<file path="config.mk">
export PLATFORM = sky130hd
export DESIGN_NAME = vlog_fsm_req
export DESIGN_NICKNAME = d
export VERILOG_FILES = /design/src/rtl/vlog_fsm_req.sv
export SDC_FILE = /design/constraint.sdc
export NUM_CORES = 1
export LEC_CHECK = 0
export ABC_AREA = 1
export CAP_MARGIN = 20
export CORE_ASPECT_RATIO = 1.1
export CORE_MARGIN = 2
export CORE_UTILIZATION = 55
export CTS_BUF_LIST = sky130_fd_sc_hd__clkbuf_8
export DETAILED_ROUTE_END_ITERATION = 16
export HOLD_SLACK_MARGIN = 0.05
export PLACE_DENSITY = 0.82
export SYNTH_ARGS = -nofsm -noshare
export SYNTH_HDL_FRONTEND = slang
export SYNTH_SLANG_ARGS = --single-unit
</file>
<file path="constraint.sdc">
create_clock -name i_clk -period 2.2 [get_ports i_clk]
set_clock_uncertainty 0.05 [all_clocks]
set_input_delay 0.44 -clock i_clk [delete_from_list [all_inputs] [get_ports i_clk]]
set_output_delay 0.44 -clock i_clk [all_outputs]
set_load 0.01 [all_outputs]
</file>
<file path="src/rtl/vlog_fsm_req.sv">
// vlog_fsm_req: requester-side client for one port of a req/gnt arbiter.
// Optional re-request on grant timeout is enabled by defining VLOG_FSM_REQ_RETRY_EN.
module vlog_fsm_req #(
    parameter int unsigned DATA_W    = 8,
    parameter int unsigned LEN_W     = 4,
    parameter int unsigned TIMEOUT   = 16
`ifdef VLOG_FSM_REQ_RETRY_EN
    ,
    parameter int unsigned MAX_RETRY = 3
`endif
) (
    input  logic              i_clk,
    input  logic              i_rst_n,
    input  logic              i_start,
    input  logic [LEN_W-1:0]  i_len,
    input  logic [DATA_W-1:0] i_base,
    input  logic [2:0]        i_gnt,
    output logic [2:0]        o_req,
    output logic [DATA_W-1:0] o_dout,
    output logic              o_dout_valid,
    output logic              o_busy,
    output logic              o_done,
    output logic              o_err
);

    localparam int unsigned WAIT_W = (TIMEOUT > 2) ? $clog2(TIMEOUT) : 1;
    localparam logic [2:0]  REQ_ON  = 3'd1;
    localparam logic [2:0]  REQ_OFF = 3'd0;

    typedef enum logic [2:0] {
        S_IDLE,
        S_REQ,
        S_XFER,
        S_RELEASE,
        S_DONE
    } state_t;

    state_t              r_state;
    logic [2:0]          r_req;
    logic [DATA_W-1:0]   r_dout;
    logic                r_dout_valid;
    logic                r_busy;
    logic                r_done;
    logic                r_err;
    logic [LEN_W-1:0]    r_len;
    logic [LEN_W-1:0]    r_beat_cnt;
    logic [DATA_W-1:0]   r_base;
    logic [WAIT_W-1:0]   r_wait_cnt;

    logic w_granted;
    logic w_timeout;
    logic w_last_beat;
    logic w_in_gap;
    logic w_can_retry;

    assign w_granted   = (i_gnt == 3'd1);
    assign w_timeout   = (r_wait_cnt == WAIT_W'(TIMEOUT - 1));
    assign w_last_beat = (r_beat_cnt == (r_len - LEN_W'(1)));

`ifdef VLOG_FSM_REQ_RETRY_EN
    localparam int unsigned RETRY_W = (MAX_RETRY > 0) ? $clog2(MAX_RETRY + 1) : 1;

    logic [RETRY_W-1:0] r_retry_cnt;
    logic               r_gap;

    assign w_in_gap    = r_gap;
    assign w_can_retry = (r_retry_cnt < RETRY_W'(MAX_RETRY));

    // Retry bookkeeping: a one-cycle req gap precedes each re-request window.
    always_ff @(posedge i_clk or negedge i_rst_n) begin
        if (!i_rst_n) begin
            r_retry_cnt <= '0;
            r_gap       <= 1'b0;
        end else if (r_state == S_IDLE) begin
            if (i_start) begin
                r_retry_cnt <= '0;
                r_gap       <= 1'b0;
            end
        end else if (r_state == S_REQ) begin
            if (r_gap) begin
                r_gap <= 1'b0;
            end else if (!w_granted && w_timeout && w_can_retry) begin
                r_gap       <= 1'b1;
                r_retry_cnt <= r_retry_cnt + RETRY_W'(1);
            end
        end
    end
`else
    assign w_in_gap    = 1'b0;
    assign w_can_retry = 1'b0;
`endif

    // Main request/transfer/release sequencer with registered outputs.
    always_ff @(posedge i_clk or negedge i_rst_n) begin
        if (!i_rst_n) begin
            r_state      <= S_IDLE;
            r_req        <= REQ_OFF;
            r_dout       <= '0;
            r_dout_valid <= 1'b0;
            r_busy       <= 1'b0;
            r_done       <= 1'b0;
            r_err        <= 1'b0;
            r_len        <= '0;
            r_beat_cnt   <= '0;
            r_base       <= '0;
            r_wait_cnt   <= '0;
        end else begin
            r_done       <= 1'b0;
            r_dout_valid <= 1'b0;
            case (r_state)
                S_IDLE: begin
                    if (i_start) begin
                        r_err  <= 1'b0;
                        r_busy <= 1'b1;
                        if (i_len != '0) begin
                            r_len      <= i_len;
                            r_base     <= i_base;
                            r_req      <= REQ_ON;
                            r_wait_cnt <= '0;
                            r_state    <= S_REQ;
                        end else begin
                            r_state <= S_DONE;
                        end
                    end
                end
                S_REQ: begin
                    if (w_in_gap) begin
                        r_req      <= REQ_ON;
                        r_wait_cnt <= '0;
                    end else if (w_granted) begin
                        r_beat_cnt <= '0;
                        r_state    <= S_XFER;
                    end else if (w_timeout) begin
                        r_req <= REQ_OFF;
                        if (!w_can_retry) begin
                            r_err   <= 1'b1;
                            r_state <= S_RELEASE;
                        end
                    end else begin
                        r_wait_cnt <= r_wait_cnt + WAIT_W'(1);
                    end
                end
                S_XFER: begin
                    // Without grant the beat counter holds and req stays up.
                    if (w_granted) begin
                        r_dout       <= r_base + DATA_W'(r_beat_cnt);
                        r_dout_valid <= 1'b1;
                        r_beat_cnt   <= r_beat_cnt + LEN_W'(1);
                        if (w_last_beat) begin
                            r_req   <= REQ_OFF;
                            r_state <= S_RELEASE;
                        end
                    end
                end
                S_RELEASE: begin
                    if (!w_granted) begin
                        r_state <= S_DONE;
                    end
                end
                S_DONE: begin
                    r_done  <= 1'b1;
                    r_busy  <= 1'b0;
                    r_state <= S_IDLE;
                end
                default: begin
                    r_req   <= REQ_OFF;
                    r_busy  <= 1'b0;
                    r_state <= S_IDLE;
                end
            endcase
        end
    end

    assign o_req        = r_req;
    assign o_dout       = r_dout;
    assign o_dout_valid = r_dout_valid;
    assign o_busy       = r_busy;
    assign o_done       = r_done;
    assign o_err        = r_err;

endmodule

</file>
==> flow_metrics.py <==
metrics = {
    "layout": {
        "finalNonFillerCells": 323,
        "fill_cells": 306,
        "antenna_cells": 0,
        "fin_nets": 298,
        "area_growth_pct": 22.28,
        "drive_gt1_share_pct": 15.02,
    },
    "synthesis": {
        "yosysSeqAreaShare_pct": 44.44,
        "synth_cells": 234,
        "synthArstFlopShare_pct": 100.0,
        "yosysMostFrequentCell": "nand2_1",
        "synth_area_um2": 2027,
        "synth-seq-cells": 36,
        "yosys.area.top_type_share_pct": 44.44,
        "ys_top_cells_by_count": "nand2_1 (74), dfrtp_1 (36), inv_1 (24)",
        "synth_flop_cell": "dfrtp_1",
        "yosys_warnings": 0,
        "syn_area_per_cell_um2": 8.662,
        "synth_edf_count": 0,
        "synth_top_area_cell": "dfrtp_1",
        "synth.distinct_cells": 35,
        "ys_top_cells_by_area": "dfrtp_1 (44%), nand2_1 (14%), inv_1 (4.4%)",
    },
    "power_and_ir_drop": {
        "powerDensity_nw_per_um2": 1331,
        "p_total_mw": 3.300,
        "ir_drop_uv": 776.4,
        "p_leak_nw": 1.268,
    },
    "floorplanning": {
        "start_util_pct": 56.35,
        "rows": 23,
        "die_w_um": 61.88,
        "pin_count": 33,
        "dieArea_um2": 4187,
        "die_h_um": 67.67,
        "core-area_um2": 3597,
    },
    "timing": {
        "slew_viol_final": 0,
        "setup_tns_ps": 0,
        "hold_violations": 0,
        "finalCriticalPeriod_ps": 1774,
        "setup_viol": 0,
        "grt_setup_unrepaired": "no",
        "period_share_pct": 80.66,
        "clock.fmax_mhz": 563.5,
    },
    "clocking": {
        "clkTransAtPathRegs_ps": 70,
        "post_cts_resized": 0,
        "clk_latency_ps": 290,
        "tritoncts": "done",
        "cts_buffers": 5,
        "cts.sinks": 36,
        "cts_hold_buf": 0,
        "root_buffer": "clkbuf_8",
        "cts_setup_buffers": 0,
        "cts.htree.levels": 2,
        "cts_buffer_depth": 2,
    },
    "critical_path": {
        "worstSetupStartpointType": "register",
        "crit_path_start": "r_beat_cnt[0]",
        "path_common_cell": "o21ai_1",
        "end_kind": "register",
        "worstPathMaxFanout": 5,
        "crit_required_ps": 2360,
        "criticalPathCategory": "reg -> reg",
        "crit_family": "adder cells",
        "r2r-start": "r_beat_cnt[0]",
        "crit_buf_inv": 1,
        "crit_arrival_ps": 1930,
        "path_cells": "ha_1, inv_1, fa_1, o21ai_1, nand2_1, xor2_1, o21ai_1",
        "cp_slowest_stage_delay_ps": 420,
        "slowest_stage": "dfrtp_1",
    },
    "drt": {
        "wl_per_cell_um": 11.09,
        "avgViaCountPerCell": 4.895,
        "vias": 1581,
        "drc": 0,
        "detail_route.first_pass.iterations": 4,
        "routed_wl_um": 3582,
        "drtAntennaViolNets": 0,
        "drt_iter0_drc": 92,
    },
    "worst_hold_path": {
        "min-delay-start": "o_dout[7]",
        "min_path_type": "reg -> reg",
    },
    "global_routing": {
        "grt_pass1_wl_um": 6437,
        "antenna_found_initial": 0,
        "grt_remaining_overflow": 0,
        "grt_start_max_net_pins": 37,
        "grt_pass1_vias": 1503,
        "track_usage_pct": 20.97,
    },
    "place": {
        "place_congestion": 0.8717,
        "dp_hpwl_um": 2768,
        "placed_cells": 315,
        "portBuffers": 30,
    },
    "flow_run": {
        "cap_violations": 0,
    },
    "outcome": {
        "status": "completed",
    },
}
layout make-up:
cell class	instances	area [µm²]	area share, %
clock buffer	6	82.58	3.332
tap	50	62.56	2.524
clock inverter	2	10.01	0.4038
multi-input combinational	166	982.2	39.63
timing repair buffer	34	330.3	13.33
sequential	36	900.9	36.35
inverter	29	110.1	4.442
cell usage in the layout (no fill, tap or decap), drive strengths merged, types with 4 or more instances in the layout:
cell,count
nand2,79
dfrtp,36
clkdlybuf4s50,30
inv,28
nand3,16
nor2,15
o21ai,15
ha,7
mux2,6
clkbuf,6
a21oi,5
buf,4
report_power, final:
group	internal (mW)	switching, mW
Combinational	0.760	0.896
Clock	0.249	0.225
Sequential	0.930	0.240
Total	1.94	1.36
sequential cells by signal (all words and copies together) (netlist names):
name / cells
o_busy: 1
o_done: 1
o_dout: 8
o_dout_valid: 1
o_err: 1
o_req: 1
r_base: 8
r_beat_cnt: 4
r_len: 4
r_state: 3
r_wait_cnt: 4
final timing paths:
check	slack (ps)	end	cells after the start
max in group asynchronous	1270	r_beat_cnt[3]	2
min in group asynchronous	510	o_dout_valid	2
setup reg to reg	430	o_dout[6]	7
hold reg to reg	440	o_dout[7]	2
hold / removal	440	o_dout[7]	2
setup / recovery	430	o_dout[6]	7
per-layer routing:
metal	vias up	share of wire [%]	GRT usage, %
met5	-	0	0
met1	713	49	27.23
li1	825	-	-
met3	6	3.9	5.172
met4	0	2.0	9.309
met2	37	45	32.76
worst reg2reg max path, stage by stage (launching register included):
cell,delay [ps]
dfrtp_1,420
ha_1,200
inv_1,50
fa_1,390
o21ai_1,220
nand2_1,90
xor2_1,150
o21ai_1,120
cells by family after synthesis:
logic type | after synthesis | synth area share (%)
xor gates and xnor gates | 6 | 2.593
buffers and inverters | 33 | 7.283
other | 1 | 0.1850
AOI/OAI and AO/OA | 28 | 9.444
and+or+nand+nor | 116 | 26.30
muxes | 6 | 4.445
DFF | 36 | 44.44
adders and majority gates | 8 | 5.308
through the flow:
step | instance area, µm² | hold slack (ps) | util, % | setup slack [ps]
6_report | 2479 | 436.7 | 68.90 | 425.5
5_1_grt | 2479 | 459.7 | 68.90 | 259.2
4_1_cts | 2479 | 437.1 | 68.90 | 418.4
3_5_place_dp | 2386 | 419.9 | 66.33 | 218.6
3_3_place_gp | 2386 | 414.1 | 66.33 | 255.5
2_1_floorplan | 2031 | 94.41 | - | 584.6
Note: power is estimated with default switching activity, not from simulation.
